File: config.mk
export PLATFORM = sky130hd
export DESIGN_NAME = mult_share_ctrl
export DESIGN_NICKNAME = d
export VERILOG_FILES = /design/src/rtl/mult_share_pkg.sv /design/src/rtl/mult_share_ctrl_rr_arbiter.sv /design/src/rtl/mult_share_ctrl.sv
export SDC_FILE = /design/constraint.sdc
export NUM_CORES = 1
export LEC_CHECK = 0
export ABC_AREA = 1
export CAP_MARGIN = 20
export CORE_MARGIN = 2
export CORE_UTILIZATION = 40
export DETAILED_ROUTE_END_ITERATION = 6
export GPL_TIMING_DRIVEN = 1
export SLEW_MARGIN = 20
export SYNTH_ARGS = -nofsm -noshare
export SYNTH_HDL_FRONTEND = slang
export SYNTH_SLANG_ARGS = --single-unit
File: constraint.sdc
create_clock -name clk -period 5.7 [get_ports clk]
set_clock_uncertainty 0.15 [all_clocks]
set_input_delay 0.855 -clock clk [delete_from_list [all_inputs] [get_ports clk]]
set_output_delay 0.855 -clock clk [all_outputs]
set_load 0.05 [all_outputs]
File: src/rtl/mult_share_pkg.sv
// Shared types and default sizing for the multiplier-sharing controller.
package mult_share_pkg;

  typedef enum logic [1:0] {
    IDLE = 2'd0,
    MUL  = 2'd1,
    RESP = 2'd2
  } state_t;

  localparam int DEF_NREQ  = 2;
  localparam int DEF_AW    = 11;
  localparam int DEF_BW    = 11;
  localparam int DEF_SHIFT = 8;

  // A requester index always needs at least one bit, even when NREQ is small.
  function automatic int id_w(input int n);
    return (n <= 2) ? 1 : $clog2(n);
  endfunction

endpackage

File: src/rtl/mult_share_ctrl_rr_arbiter.sv
// Combinational round-robin grant: first set req bit at or after ptr, wrapping.
// Zero latency; no state, so fairness depends on the caller advancing ptr.
module rr_arbiter
  import mult_share_pkg::*;
#(
  parameter int NREQ = DEF_NREQ,
  parameter int IW   = id_w(NREQ)
) (
  input  logic [NREQ-1:0] req,
  input  logic [IW-1:0]   ptr,
  output logic [NREQ-1:0] gnt,
  output logic [IW-1:0]   gnt_idx,
  output logic            gnt_vld
);

  logic [IW-1:0] k;

  always_comb begin
    gnt     = '0;
    gnt_idx = '0;
    gnt_vld = 1'b0;
    k       = '0;
    for (int i = 0; i < NREQ; i++) begin
      k = IW'((32'(ptr) + i) % NREQ);
      if (!gnt_vld && req[k]) begin
        gnt_vld = 1'b1;
        gnt[k]  = 1'b1;
        gnt_idx = k;
      end
    end
  end

endmodule

File: src/rtl/mult_share_ctrl.sv
// One scaled multiplier shared by NREQ requesters: IDLE -> MUL -> RESP, result held until res_ready.
// MULT_SHARE_ROUND_EN selects round-half-up instead of truncation on the >>SHIFT.
module mult_share_ctrl
  import mult_share_pkg::*;
#(
  parameter int  NREQ  = DEF_NREQ,
  parameter int  AW    = DEF_AW,
  parameter int  BW    = DEF_BW,
  parameter int  SHIFT = DEF_SHIFT,
  localparam int RW    = AW + BW - SHIFT,
  localparam int IW    = id_w(NREQ)
) (
  input  logic             clk,
  input  logic             rst_n,
  input  logic [NREQ-1:0]      req,
  input  logic [NREQ*AW-1:0]   op_a,
  input  logic [NREQ*BW-1:0]   op_b,
  output logic [NREQ-1:0]      ack,
  output logic             res_valid,
  input  logic             res_ready,
  output logic [RW-1:0]    res_data,
  output logic [IW-1:0]    res_id,
  output logic             busy
);

  state_t          state_q, state_d;
  logic [IW-1:0]   rr_ptr_q, rr_ptr_d;
  logic [NREQ-1:0] ack_q, ack_d;
  logic [AW-1:0]   a_q, a_d;
  logic [BW-1:0]   b_q, b_d;
  logic [IW-1:0]   id_q, id_d;
  logic [RW-1:0]   data_q, data_d;

  logic [NREQ-1:0] gnt;
  logic [IW-1:0]   gnt_idx;
  logic            gnt_vld;

  logic [AW+BW-1:0] prod;
  logic [RW-1:0]    scaled;

  rr_arbiter #(.NREQ(NREQ), .IW(IW)) u_arb (
    .req     (req),
    .ptr     (rr_ptr_q),
    .gnt     (gnt),
    .gnt_idx (gnt_idx),
    .gnt_vld (gnt_vld)
  );

  assign prod = (AW+BW)'(a_q) * (AW+BW)'(b_q);

`ifdef MULT_SHARE_ROUND_EN
  // One extra bit so the rounding addend can never wrap the sum.
  logic [AW+BW:0] rounded;
  assign rounded = {1'b0, prod} + ((AW+BW+1)'(1) << (SHIFT-1));
  assign scaled  = RW'(rounded >> SHIFT);
`else
  assign scaled  = RW'(prod >> SHIFT);
`endif

  always_comb begin
    state_d  = state_q;
    rr_ptr_d = rr_ptr_q;
    ack_d    = '0;
    a_d      = a_q;
    b_d      = b_q;
    id_d     = id_q;
    data_d   = data_q;
    case (state_q)
      IDLE: begin
        if (gnt_vld) begin
          a_d      = op_a[int'(gnt_idx)*AW +: AW];
          b_d      = op_b[int'(gnt_idx)*BW +: BW];
          id_d     = gnt_idx;
          ack_d    = gnt;
          rr_ptr_d = (gnt_idx == IW'(NREQ-1)) ? '0 : gnt_idx + 1'b1;
          state_d  = MUL;
        end
      end
      MUL: begin
        data_d  = scaled;
        state_d = RESP;
      end
      RESP: begin
        if (res_ready) state_d = IDLE;
      end
      default: state_d = IDLE;
    endcase
  end

  always_ff @(posedge clk or negedge rst_n) begin
    if (!rst_n) begin
      state_q  <= IDLE;
      rr_ptr_q <= '0;
      ack_q    <= '0;
      a_q      <= '0;
      b_q      <= '0;
      id_q     <= '0;
      data_q   <= '0;
    end else begin
      state_q  <= state_d;
      rr_ptr_q <= rr_ptr_d;
      ack_q    <= ack_d;
      a_q      <= a_d;
      b_q      <= b_d;
      id_q     <= id_d;
      data_q   <= data_d;
    end
  end

  assign ack       = ack_q;
  assign res_valid = (state_q == RESP);
  assign res_data  = data_q;
  assign res_id    = id_q;
  assign busy      = (state_q != IDLE);

endmodule
==> results of run 1 <==
-- area by class of cell --
| class | count | area (sq um) |
|---|---|---|
| repair buffers | 74 | 721 |
| well taps | 184 | 230 |
| multi-input cells | 514 | 3990 |
| clock inverters | 2 | 37.5 |
| inverters | 205 | 769 |
| fillers | 1495 | 7610 |
| flip-flops and latches | 42 | 1050 |
| clock buffers | 6 | 129 |
-- placed cells by master, fill, tap and decap left out --
master,count
o21ai_0,10
nand2_2,3
xor2_1,3
a21oi_1,14
o21ai_1,4
a31oi_1,4
xnor2_1,1
clkbuf_16,5
dfrtp_1,42
o21bai_2,1
inv_1,205
a22oi_1,22
clkbuf_1,1
bufinv_16,1
nand4_1,3
a21boi_0,1
nor3_1,3
o21ai_2,1
ha_1,57
nor2_2,1
fa_1,79
clkinvlp_4,1
nor3_2,1
clkdlybuf4s50_1,66
buf_4,8
nand3_1,25
o21bai_1,4
or2_1,2
o21a_1,3
o31ai_1,1
nand2_1,245
nor2_1,23
a21boi_1,1
nor4_1,1
nor3_4,1
-- critical path, delay by kind of cell, from the launching register on --
kind	cells	cell delay, ns
adders and majority gates	6	3.03
AOI/OAI and AO/OA	4	0.64
buffers and inverters	4	0.23
DFF	1	0.63
and+or+nand+nor	4	0.48
-- flip-flops by register name (all words and copies together), names as in the netlist --
| signal | count |
|---|---|
| b_q | 11 |
| state_q | 2 |
| rr_ptr_q | 1 |
| res_data | 14 |
| a_q | 11 |
| ack | 2 |
| res_id | 1 |
-- per-layer routing --
| layer | vias to the layer above | GRT usage, % |
|---|---|---|
| li1 | 2438 | - |
| met1 | 2369 | 26.0 |
| met2 | 117 | 31.3 |
| met3 | 17 | 2.25 |
| met4 | 0 | 5.17 |
| met5 | - | 0 |
-- cells by family (layout without fill, tap and decap cells) --
kind of cell	count (synthesis)	in the layout	share of synthesized area, %
and+or+nand+nor	308	308	20.8
buffers and inverters	235	287	15.0
adders and majority gates	136	136	38.7
AOI/OAI and AO/OA	66	66	7.17
DFF	42	42	17.7
xor gates and xnor gates	4	4	0.591
-- metrics by stage --
stage | hold WS (ns) | area [sq um]
after floorplan | 0.314 | 5930
after global placement | 0.312 | 6760
after detailed placement | 0.315 | 6760
after CTS | 0.332 | 6930
after global routing | 0.357 | 6930
final | 0.327 | 6930
-- worst paths after layout --
| check | start | to | slack (ns) | cells past startpoint |
|---|---|---|---|---|
| setup / recovery | a_q[2]$_DFFE_PN0P_ | res_data[5]$_DFFE_PN0N_ | 0.42 | 18 |
| hold / removal | res_data[2]$_DFFE_PN0N_ | res_data[2]$_DFFE_PN0N_ | 0.33 | 2 |
| setup reg to reg | a_q[2]$_DFFE_PN0P_ | res_data[5]$_DFFE_PN0N_ | 0.42 | 18 |
| hold reg to reg | res_data[2]$_DFFE_PN0N_ | res_data[2]$_DFFE_PN0N_ | 0.33 | 2 |
| max in group asynchronous | rst_n | res_data[5]$_DFFE_PN0N_ | 4.59 | 1 |
| min in group asynchronous | rst_n | ack[1]$_DFF_PN0_ | 0.40 | 1 |
-- cell usage after synthesis, types with 2 or more instances --
cell type / number / area share, %
nor2_1: 23 / 1.5
dfrtp_1: 42 / 18
o21ai_0: 10 / 0.84
a21oi_1: 14 / 1.2
nand4_1: 3 / 0.32
clkbuf_1: 25 / 1.6
o21ai_1: 4 / 0.34
o21a_1: 3 / 0.38
nand2_1: 245 / 16
nand2_2: 3 / 0.32
nand3_1: 25 / 2.1
buf_2: 5 / 0.42
fa_1: 79 / 27
a31oi_1: 4 / 0.42
ha_1: 57 / 12
xor2_1: 3 / 0.44
inv_1: 205 / 13
o21bai_1: 4 / 0.51
a22oi_1: 22 / 2.8
or2_1: 2 / 0.21
nor3_1: 3 / 0.25
==> impl_metrics.csv, run 1 <==
group,metric,value,unit
synth,synth_edf_count,0,
sta,hold_viol,0,
detailed_routing,met3_length,613,um
place,port_buffers,67,
worst_hold_path,hold_path_class,"reg -> reg",
detailed_routing,vias,4941,
cts,cts_buffers,5,
sta,max_freq,190,MHz
synth,yosysWarnings,0,
layout,utilization,47.7,%
sta,setup_viol,0,
layout,final_nets,1027,
global_route,grt_max_degree,43,
layout,area_growth,16.8,%
layout,antennaDiodeCount,0,
sta,finalCritPeriodShare,92.6,%
synth,synth.avg_cell_area,7.50,sq um
layout,drive_gt1_share,2.73,%
synth,synth.distinct_cells,31,
sta,period_minus_slack,5.28,ns
global_route,grt_usage,18.7,%
floorplanning,num_rows,44,
detailed_routing,drt_iter0_drc,282,
critical_path,required,5.73,ns
detailed_routing,wl_per_cell,13.8,um
detailed_routing,route.detailed.drc,0,
cts,cts_hold_buf,0,
sta,drv_slew,0,
synth,synthArstFlopShare,100,%
detailed_routing,route.final.wire_length,14100,um
cts,cts_root_buf,"clkbuf_16",
detailed_routing,met2_wirelength,6850,um
critical_path,critical_path.max_fanout,12,
cts,cts_buffer_depth,2,
floorplanning,start_util,40.8,%
synth,ys.flop_type,"dfrtp_1",
critical_path,crit_chain,"nand2_1, fa_1, fa_1, inv_1, fa_1, fa_1, inv_1, fa_1, inv_1, ha_1, inv_1, o21ai_0, a21oi_1, o21ai_1, a21oi_1, or2_1, nand3_1, nand2_1",
synth,synth.yosys.seq_area_share,17.7,%
critical_path,cp-end-kind,"flip-flop",
floorplanning,die_h,126,um
synth,syn-num-nets,976,
place,dp.cells,1019,
detailed_routing,viasPerCell,4.81,
synth,synth_area,0.00593,sq mm
critical_path,slowest_delay,0.63,ns
detailed_routing,drt-pass1-iter-count,5,
cts,cts_tree,"done",
global_route,grt_pass1_vias,4954,
floorplanning,core-area,0.0145,sq mm
detailed_routing,final_antenna_net_count,0,
floorplanning,fp.dieArea,0.0158,sq mm
cts,clkSinkCount,42,
detailed_routing,top_layer_used,"met4",
sta,setup_tns,0,ns
critical_path,critPathArrivalTime,5.31,ns
cts,clk_latency,0.29,ns
cts,postCtsSetupBuffers,0,
run_status,outcome,"finished, final reports clean",
job,maxCapViolCount,0,
place,dp_hpwl,11800,um
sta,maxSlewHeadroom,27.7,%
cts,htree_levels,2,
global_route,overflow,0,
critical_path,start_kind,"flip-flop",
layout,fin_cells,1027,
cts,cts.clk_slew.worst_paths,0.06,ns
synth,ys_ff_latch,42,
global_route,antenna_found_initial,0,
sta,worst_slack,0.423,ns
place,dp_slack,0.425,ns
detailed_routing,m1WireLength,6400,um
cts,ctsResizeCount,0,
critical_path,cpMaxStageDelayCell,"dfrtp_1",
global_route,grt_first_pass_wirelength,23900,um
floorplanning,pin_count,68,
sta,rsz0062_at_grt,"no",
critical_path,crit_top_cell,"fa_1",
place,gp_congestion,0.876,
sta,tightestPinTransition,1.08,ns
floorplanning,die_x,126,um
critical_path,criticalPathCategory,"reg -> reg",
synth,synthCells,791,
Power of run 1 is not shown: default switching activity piles up to over one toggle a cycle in this logic, so the estimate is an artifact.
==> run 2: changes to the inputs <==
--- a/config.mk
+++ b/config.mk
@@ -9,9 +9,11 @@
 export CAP_MARGIN = 20
 export CORE_MARGIN = 2
 export CORE_UTILIZATION = 40
+export CTS_BUF_LIST = sky130_fd_sc_hd__clkbuf_4 sky130_fd_sc_hd__clkbuf_8
 export DETAILED_ROUTE_END_ITERATION = 6
 export GPL_TIMING_DRIVEN = 1
 export SLEW_MARGIN = 20
 export SYNTH_ARGS = -nofsm -noshare
 export SYNTH_HDL_FRONTEND = slang
+export SYNTH_HIERARCHICAL = 1
 export SYNTH_SLANG_ARGS = --single-unit
==> run 2 against run 1 <==
Effect of this change:
- synthesized area up 3.7%
- design area up 1.8%
- critical endpoint unchanged
- core utilization down 0.93 points
- register-to-register slack better by 0.11 ns
- final cell count up 2.3%
- setup slack better by 0.11 ns
==> impl_metrics.csv, run 2 <==
group,metric,value,unit
run_status,outcome,"finished, final reports clean",
cts,cts_buffers,5,
synth,yosysTopAreaCell,"fa_1",
cts,postCtsSetupBuffers,0,
global_route,antenna_found_initial,0,
sta,setup_tns,0,ns
layout,fillers,1542,
layout,final_cell_mix,"224 x nand2_1, 223 x inv_1, 79 x fa_1, 66 x clkdlybuf4s50_1, 57 x ha_1",
sta,max_freq,193,MHz
sta,finalCritPeriodShare,90.7,%
place,dp_hpwl,11400,um
synth,yosysWarnings,6,
layout,largest_register_ffs,14,
synth,synth.distinct_cells,27,
sta,setup_viol,0,
layout,final_common_cell,"nand2_1",
layout,antennaDiodeCount,0,
critical_path,cpMaxStageDelayCell,"dfrtp_1",
cts,cts_tree,"done",
cts,cts_buffer_depth,2,
place,port_buffers,67,
synth,ys.flop_type,"dfrtp_1",
layout,area_growth,14.7,%
critical_path,start_kind,"flip-flop",
layout,final_nets,1047,
detailed_routing,drt-pass1-iter-count,5,
detailed_routing,route.detailed.drc,0,
detailed_routing,wl_per_cell,13.4,um
synth,synthCells,817,
critical_path,critical_path.max_fanout,12,
detailed_routing,viasPerCell,4.87,
synth,synth.most_common_cell,"nand2_1",
synth,yosys-top-cells-area,"fa_1 26%, dfrtp_1 17%, nand2_1 14%",
cts,cts_hold_buf,0,
cts,cts_root_buf,"clkbuf_8",
floorplanning,fp.dieArea,0.0164,sq mm
synth,synth_top_cell_area_share,25.7,%
synth,ys_ff_latch,42,
floorplanning,num_rows,45,
cts,cts.clk_slew.worst_paths,0.09,ns
sta,hold_viol,0,
synth,synth_area,0.00615,sq mm
synth,synth.yosys.seq_area_share,17.1,%
cts,clkSinkCount,42,
detailed_routing,route.final.wire_length,14100,um
floorplanning,pin_count,68,
critical_path,crit_chain,"nand2_1, fa_1, fa_1, inv_1, fa_1, fa_1, inv_1, fa_1, inv_1, ha_1, inv_1, o21ai_1, a21oi_1, o21ai_1, a21oi_1, or2_1, nand3_1, nand2_1",
sta,tightestPinTransition,0.756,ns
job,maxCapViolCount,0,
critical_path,crit_top_cell,"fa_1",
cts,ctsResizeCount,0,
synth,synthArstFlopShare,100,%
synth,syn-num-nets,1002,
floorplanning,die_h,128,um
global_route,grt_max_degree,43,
sta,period_minus_slack,5.17,ns
layout,drive_gt1_share,4.63,%
critical_path,critPathArrivalTime,5.22,ns
place,gp_congestion,0.848,
detailed_routing,vias,5121,
critical_path,criticalPathCategory,"reg -> reg",
critical_path,required,5.75,ns
global_route,overflow,0,
sta,drv_slew,0,
cts,htree_levels,2,
synth,synth_edf_count,0,
cts,clk_latency,0.31,ns
detailed_routing,drt_iter0_drc,334,
floorplanning,die_x,128,um
floorplanning,start_util,40.7,%
critical_path,slowest_delay,0.70,ns
sta,rsz0062_at_grt,"no",
synth,synthTopCellsByCount,"224 x nand2_1, 223 x inv_1, 79 x fa_1, 57 x ha_1, 46 x nand3_1",
global_route,grt_usage,19.4,%
synth,synth.avg_cell_area,7.52,sq um
global_route,grt_first_pass_wirelength,25400,um
sta,maxSlewHeadroom,49.5,%
detailed_routing,final_antenna_net_count,0,
floorplanning,core-area,0.0151,sq mm
worst_hold_path,hold_path_class,"reg -> reg",
critical_path,cp-end-kind,"flip-flop",
global_route,grt_pass1_vias,5348,
-- run 2: cell count changes after synthesis, sizes merged, moves of 4 or more --
cell,delta
o211ai,+22
nand3,+21
inv,+18
nand2,-19
a22oi,-22
clkbuf,+4
-- run 2: critical path, delay by kind of cell, from the launching register on --
| family | cells | cell delay, ns |
|---|---|---|
| adder cells (fa/ha/maj) | 6 | 2.93 |
| flip-flops | 1 | 0.70 |
| AO/OA/AOI/OAI | 4 | 0.57 |
| AND/OR/NAND/NOR | 4 | 0.48 |
| buffers and inverters | 4 | 0.22 |
-- run 2: cell families (layout without fill, tap and decap cells) --
logic type      after synthesis  after routing  share of synthesized area, %
xor+xnor                      4              4                         0.570
buf+inv                     256            302                          15.9
fa+ha+maj                   136            136                          37.3
compound gates               66             66                          8.25
simple gates                313            313                          20.8
flops                        42             42                          17.1
-- run 2: per-stage QoR --
stage / utilization [%] / hold WS [ns] / area [sq um] / instances / setup slack [ns]
4_1_cts: 46.7 / 0.344 / 7050 / 1051 / 0.534
5_1_grt: 46.7 / 0.355 / 7050 / 1051 / 0.216
3_3_place_gp: 46.0 / 0.313 / 6940 / 1043 / 0.584
3_5_place_dp: 46.0 / 0.320 / 6940 / 1043 / 0.569
6_report: 46.7 / 0.336 / 7050 / 1051 / 0.530
2_1_floorplan: - / 0.321 / 6150 / 817 / 0.883
-- run 2: layout make-up --
type | instances | area, sq um | area share (%)
multi-input cells | 519 | 4120 | 58.4
well taps | 188 | 235 | 3.34
clock inverters | 2 | 37.5 | 0.532
inverters | 223 | 837 | 11.9
repair buffers | 71 | 698 | 9.90
flip-flops and latches | 42 | 1050 | 14.9
clock buffers | 6 | 76.3 | 1.08
-- run 2: final timing paths --
path / start / end / slack, ns / cells after the start
worst max-delay path: b_q[7]$_DFFE_PN0P_ / res_data[5]$_DFFE_PN0N_ / 0.53 / 18
worst min-delay path: res_data[5]$_DFFE_PN0N_ / res_data[5]$_DFFE_PN0N_ / 0.34 / 2
worst max register to register: b_q[7]$_DFFE_PN0P_ / res_data[5]$_DFFE_PN0N_ / 0.53 / 18
worst min register to register: res_data[5]$_DFFE_PN0N_ / res_data[5]$_DFFE_PN0N_ / 0.34 / 2
max in group asynchronous: rst_n / b_q[4]$_DFFE_PN0P_ / 4.64 / 1
min in group asynchronous: rst_n / res_data[10]$_DFFE_PN0N_ / 0.37 / 1
-- run 2: metal layers --
| layer | wire (um) | vias to the layer above | track usage, % | share of wire [%] |
|---|---|---|---|---|
| met5 | 0 | - | 0 | 0 |
| met4 | 218 | 0 | 4.40 | 1.5 |
| met3 | 575 | 16 | 1.67 | 4.1 |
| met2 | 7090 | 128 | 34.8 | 50 |
| met1 | 6250 | 2470 | 25.5 | 44 |
| li1 | - | 2507 | - | - |
Power of run 2 is left out for the same reason.
==> run 3: changes to the inputs <==
--- a/config.mk
+++ b/config.mk
@@ -6,8 +6,8 @@
 export NUM_CORES = 1
 export LEC_CHECK = 0
 export ABC_AREA = 1
-export CAP_MARGIN = 20
-export CORE_MARGIN = 2
+export CAP_MARGIN = 5
+export CORE_MARGIN = 3
 export CORE_UTILIZATION = 40
 export CTS_BUF_LIST = sky130_fd_sc_hd__clkbuf_4 sky130_fd_sc_hd__clkbuf_8
 export DETAILED_ROUTE_END_ITERATION = 6
==> run 3 against run 2 <==
Effect of this change:
- core utilization up 1.0 points
- setup slack gained 0.060 ns
- die area increased by 3.2%
- critical path depth unchanged
- critical path type unchanged
- largest cell class unchanged
==> impl_metrics.csv, run 3 (same netlist as run 2, synthesis figures left out) <==
group,metric,value,unit
sta,setup_tns,0,ns
job,maxCapViolCount,0,
cts,cts_buffer_depth,2,
detailed_routing,route.detailed.drc,0,
critical_path,slowest_delay,0.62,ns
sta,setup_viol,0,
critical_path,crit_chain,"nand2_1, fa_1, fa_1, inv_1, fa_1, fa_1, inv_1, fa_1, inv_1, ha_1, inv_1, o21ai_1, a21oi_1, o21ai_1, a21oi_1, or2_1, nand3_1, nand2_1",
cts,clkSinkCount,42,
critical_path,cp-end-kind,"flip-flop",
layout,drive_gt1_share,4.75,%
detailed_routing,route.final.wire_length,14100,um
critical_path,rrSetupSlack,0.59,ns
layout,fin_cells,1048,
cts,postCtsSetupBuffers,0,
critical_path,critPathArrivalTime,5.18,ns
global_route,grt_first_pass_wirelength,25200,um
floorplanning,num_rows,44,
global_route,overflow,0,
critical_path,reg2reg_to,"res_data[5]$_DFFE_PN0N_",
floorplanning,die_h,130,um
floorplanning,fp.dieArea,0.0169,sq mm
cts,clk_latency,0.32,ns
sta,hold_viol,0,
detailed_routing,wl_per_cell,13.4,um
layout,antennaDiodeCount,0,
cts,ctsResizeCount,0,
layout,area_growth,14.6,%
worst_hold_path,hold_path_class,"in -> async",
detailed_routing,drt_iter0_drc,379,
sta,maxSlewHeadroom,52.1,%
critical_path,cpMaxStageDelayCell,"dfrtp_1",
global_route,antenna_found_initial,0,
sta,finalCritPeriodShare,89.7,%
detailed_routing,viasPerCell,4.82,
cts,cts_buffers,5,
layout,largest_register_ffs,14,
place,dp_hpwl,11600,um
floorplanning,pin_count,68,
critical_path,critical_path.max_fanout,12,
detailed_routing,drt-pass1-iter-count,5,
global_route,grt_max_degree,43,
sta,tightestPinTransition,0.717,ns
layout,final_nets,1048,
cts,cts_hold_buf,0,
detailed_routing,vias,5047,
critical_path,required,5.77,ns
sta,drv_slew,0,
critical_path,start_kind,"flip-flop",
cts,cts_root_buf,"clkbuf_8",
critical_path,criticalPathCategory,"reg -> reg",
floorplanning,die_x,130,um
global_route,grt_pass1_vias,5280,
cts,cts_tree,"done",
layout,final_cell_mix,"224 x nand2_1, 223 x inv_1, 79 x fa_1, 66 x clkdlybuf4s50_1, 57 x ha_1",
floorplanning,core-area,0.0148,sq mm
global_route,grt_usage,18.6,%
run_status,outcome,"finished, final reports clean",
cts,htree_levels,2,
critical_path,crit_top_cell,"fa_1",
detailed_routing,final_antenna_net_count,0,
layout,final_common_cell,"nand2_1",
place,gp_congestion,0.895,
sta,max_freq,196,MHz
critical_path,rr_startpoint,"b_q[10]$_DFFE_PN0P_",
sta,rsz0062_at_grt,"no",
sta,period_minus_slack,5.11,ns
cts,cts.clk_slew.worst_paths,0.10,ns
floorplanning,start_util,41.7,%
place,dp.cells,1039,
critical_path,rr_worst_depth,18,
place,port_buffers,67,
-- run 3: changes by cell type in the layout (fill, tap and decap cells not counted), sizes merged --
| cell | change |
|---|---|
| buf | +1 |
| inv | +1 |
| clkbuf | -1 |
| bufinv | -1 |
| clkinv | +1 |
-- run 3: layer usage --
layer / track usage, % / part of all wire [%] / up-vias
met5: 0 / 0 / -
met4: 5.38 / 2.4 / 0
met3: 1.64 / 3.6 / 24
met2: 32.0 / 48 / 106
met1: 25.3 / 46 / 2408
li1: - / - / 2509
-- run 3: layout make-up --
class                      count  area, sq um
clock inverter                 3         25.0
fill                        1520         7710
sequential                    42         1050
multi-input combinational    519         4120
tap                          184          230
timing repair buffer          72          716
clock buffer                   5         68.8
inverter                     223          837
-- run 3: worst max path at each step --
stage | from | endpoint | slack, ns | cells past startpoint
after floorplan | b_q[10]$_DFFE_PN0P_ | res_data[5]$_DFFE_PN0N_ | 0.88 | 19
after global placement | a_q[0]$_DFFE_PN0P_ | res_data[4]$_DFFE_PN0N_ | 0.60 | 18
after detailed placement | b_q[10]$_DFFE_PN0P_ | res_data[5]$_DFFE_PN0N_ | 0.60 | 18
after CTS | b_q[10]$_DFFE_PN0P_ | res_data[4]$_DFFE_PN0N_ | 0.58 | 18
after global routing | b_q[10]$_DFFE_PN0P_ | res_data[13]$_DFFE_PN0N_ | 0.20 | 19
final | b_q[10]$_DFFE_PN0P_ | res_data[5]$_DFFE_PN0N_ | 0.59 | 18
-- run 3: worst max-delay path: cells and delay by family, from the launching register on --
kind,cells,cell delay [ns]
AO/OA/AOI/OAI,4,0.52
adder cells (fa/ha/maj),6,3.01
buffers and inverters,4,0.22
flip-flops,1,0.62
AND/OR/NAND/NOR,4,0.48
-- run 3: per-stage QoR --
stage	worst slack (ns)	utilization (%)	cell area, sq um	hold slack, ns
global route	0.204	47.7	7040	0.316
detailed placement	0.604	47.0	6930	0.316
floorplan	0.883	-	6150	0.321
global placement	0.602	47.0	6930	0.317
CTS	0.579	47.6	7020	0.338
finish	0.590	47.7	7040	0.298
Power of run 3 is left out for the same reason.
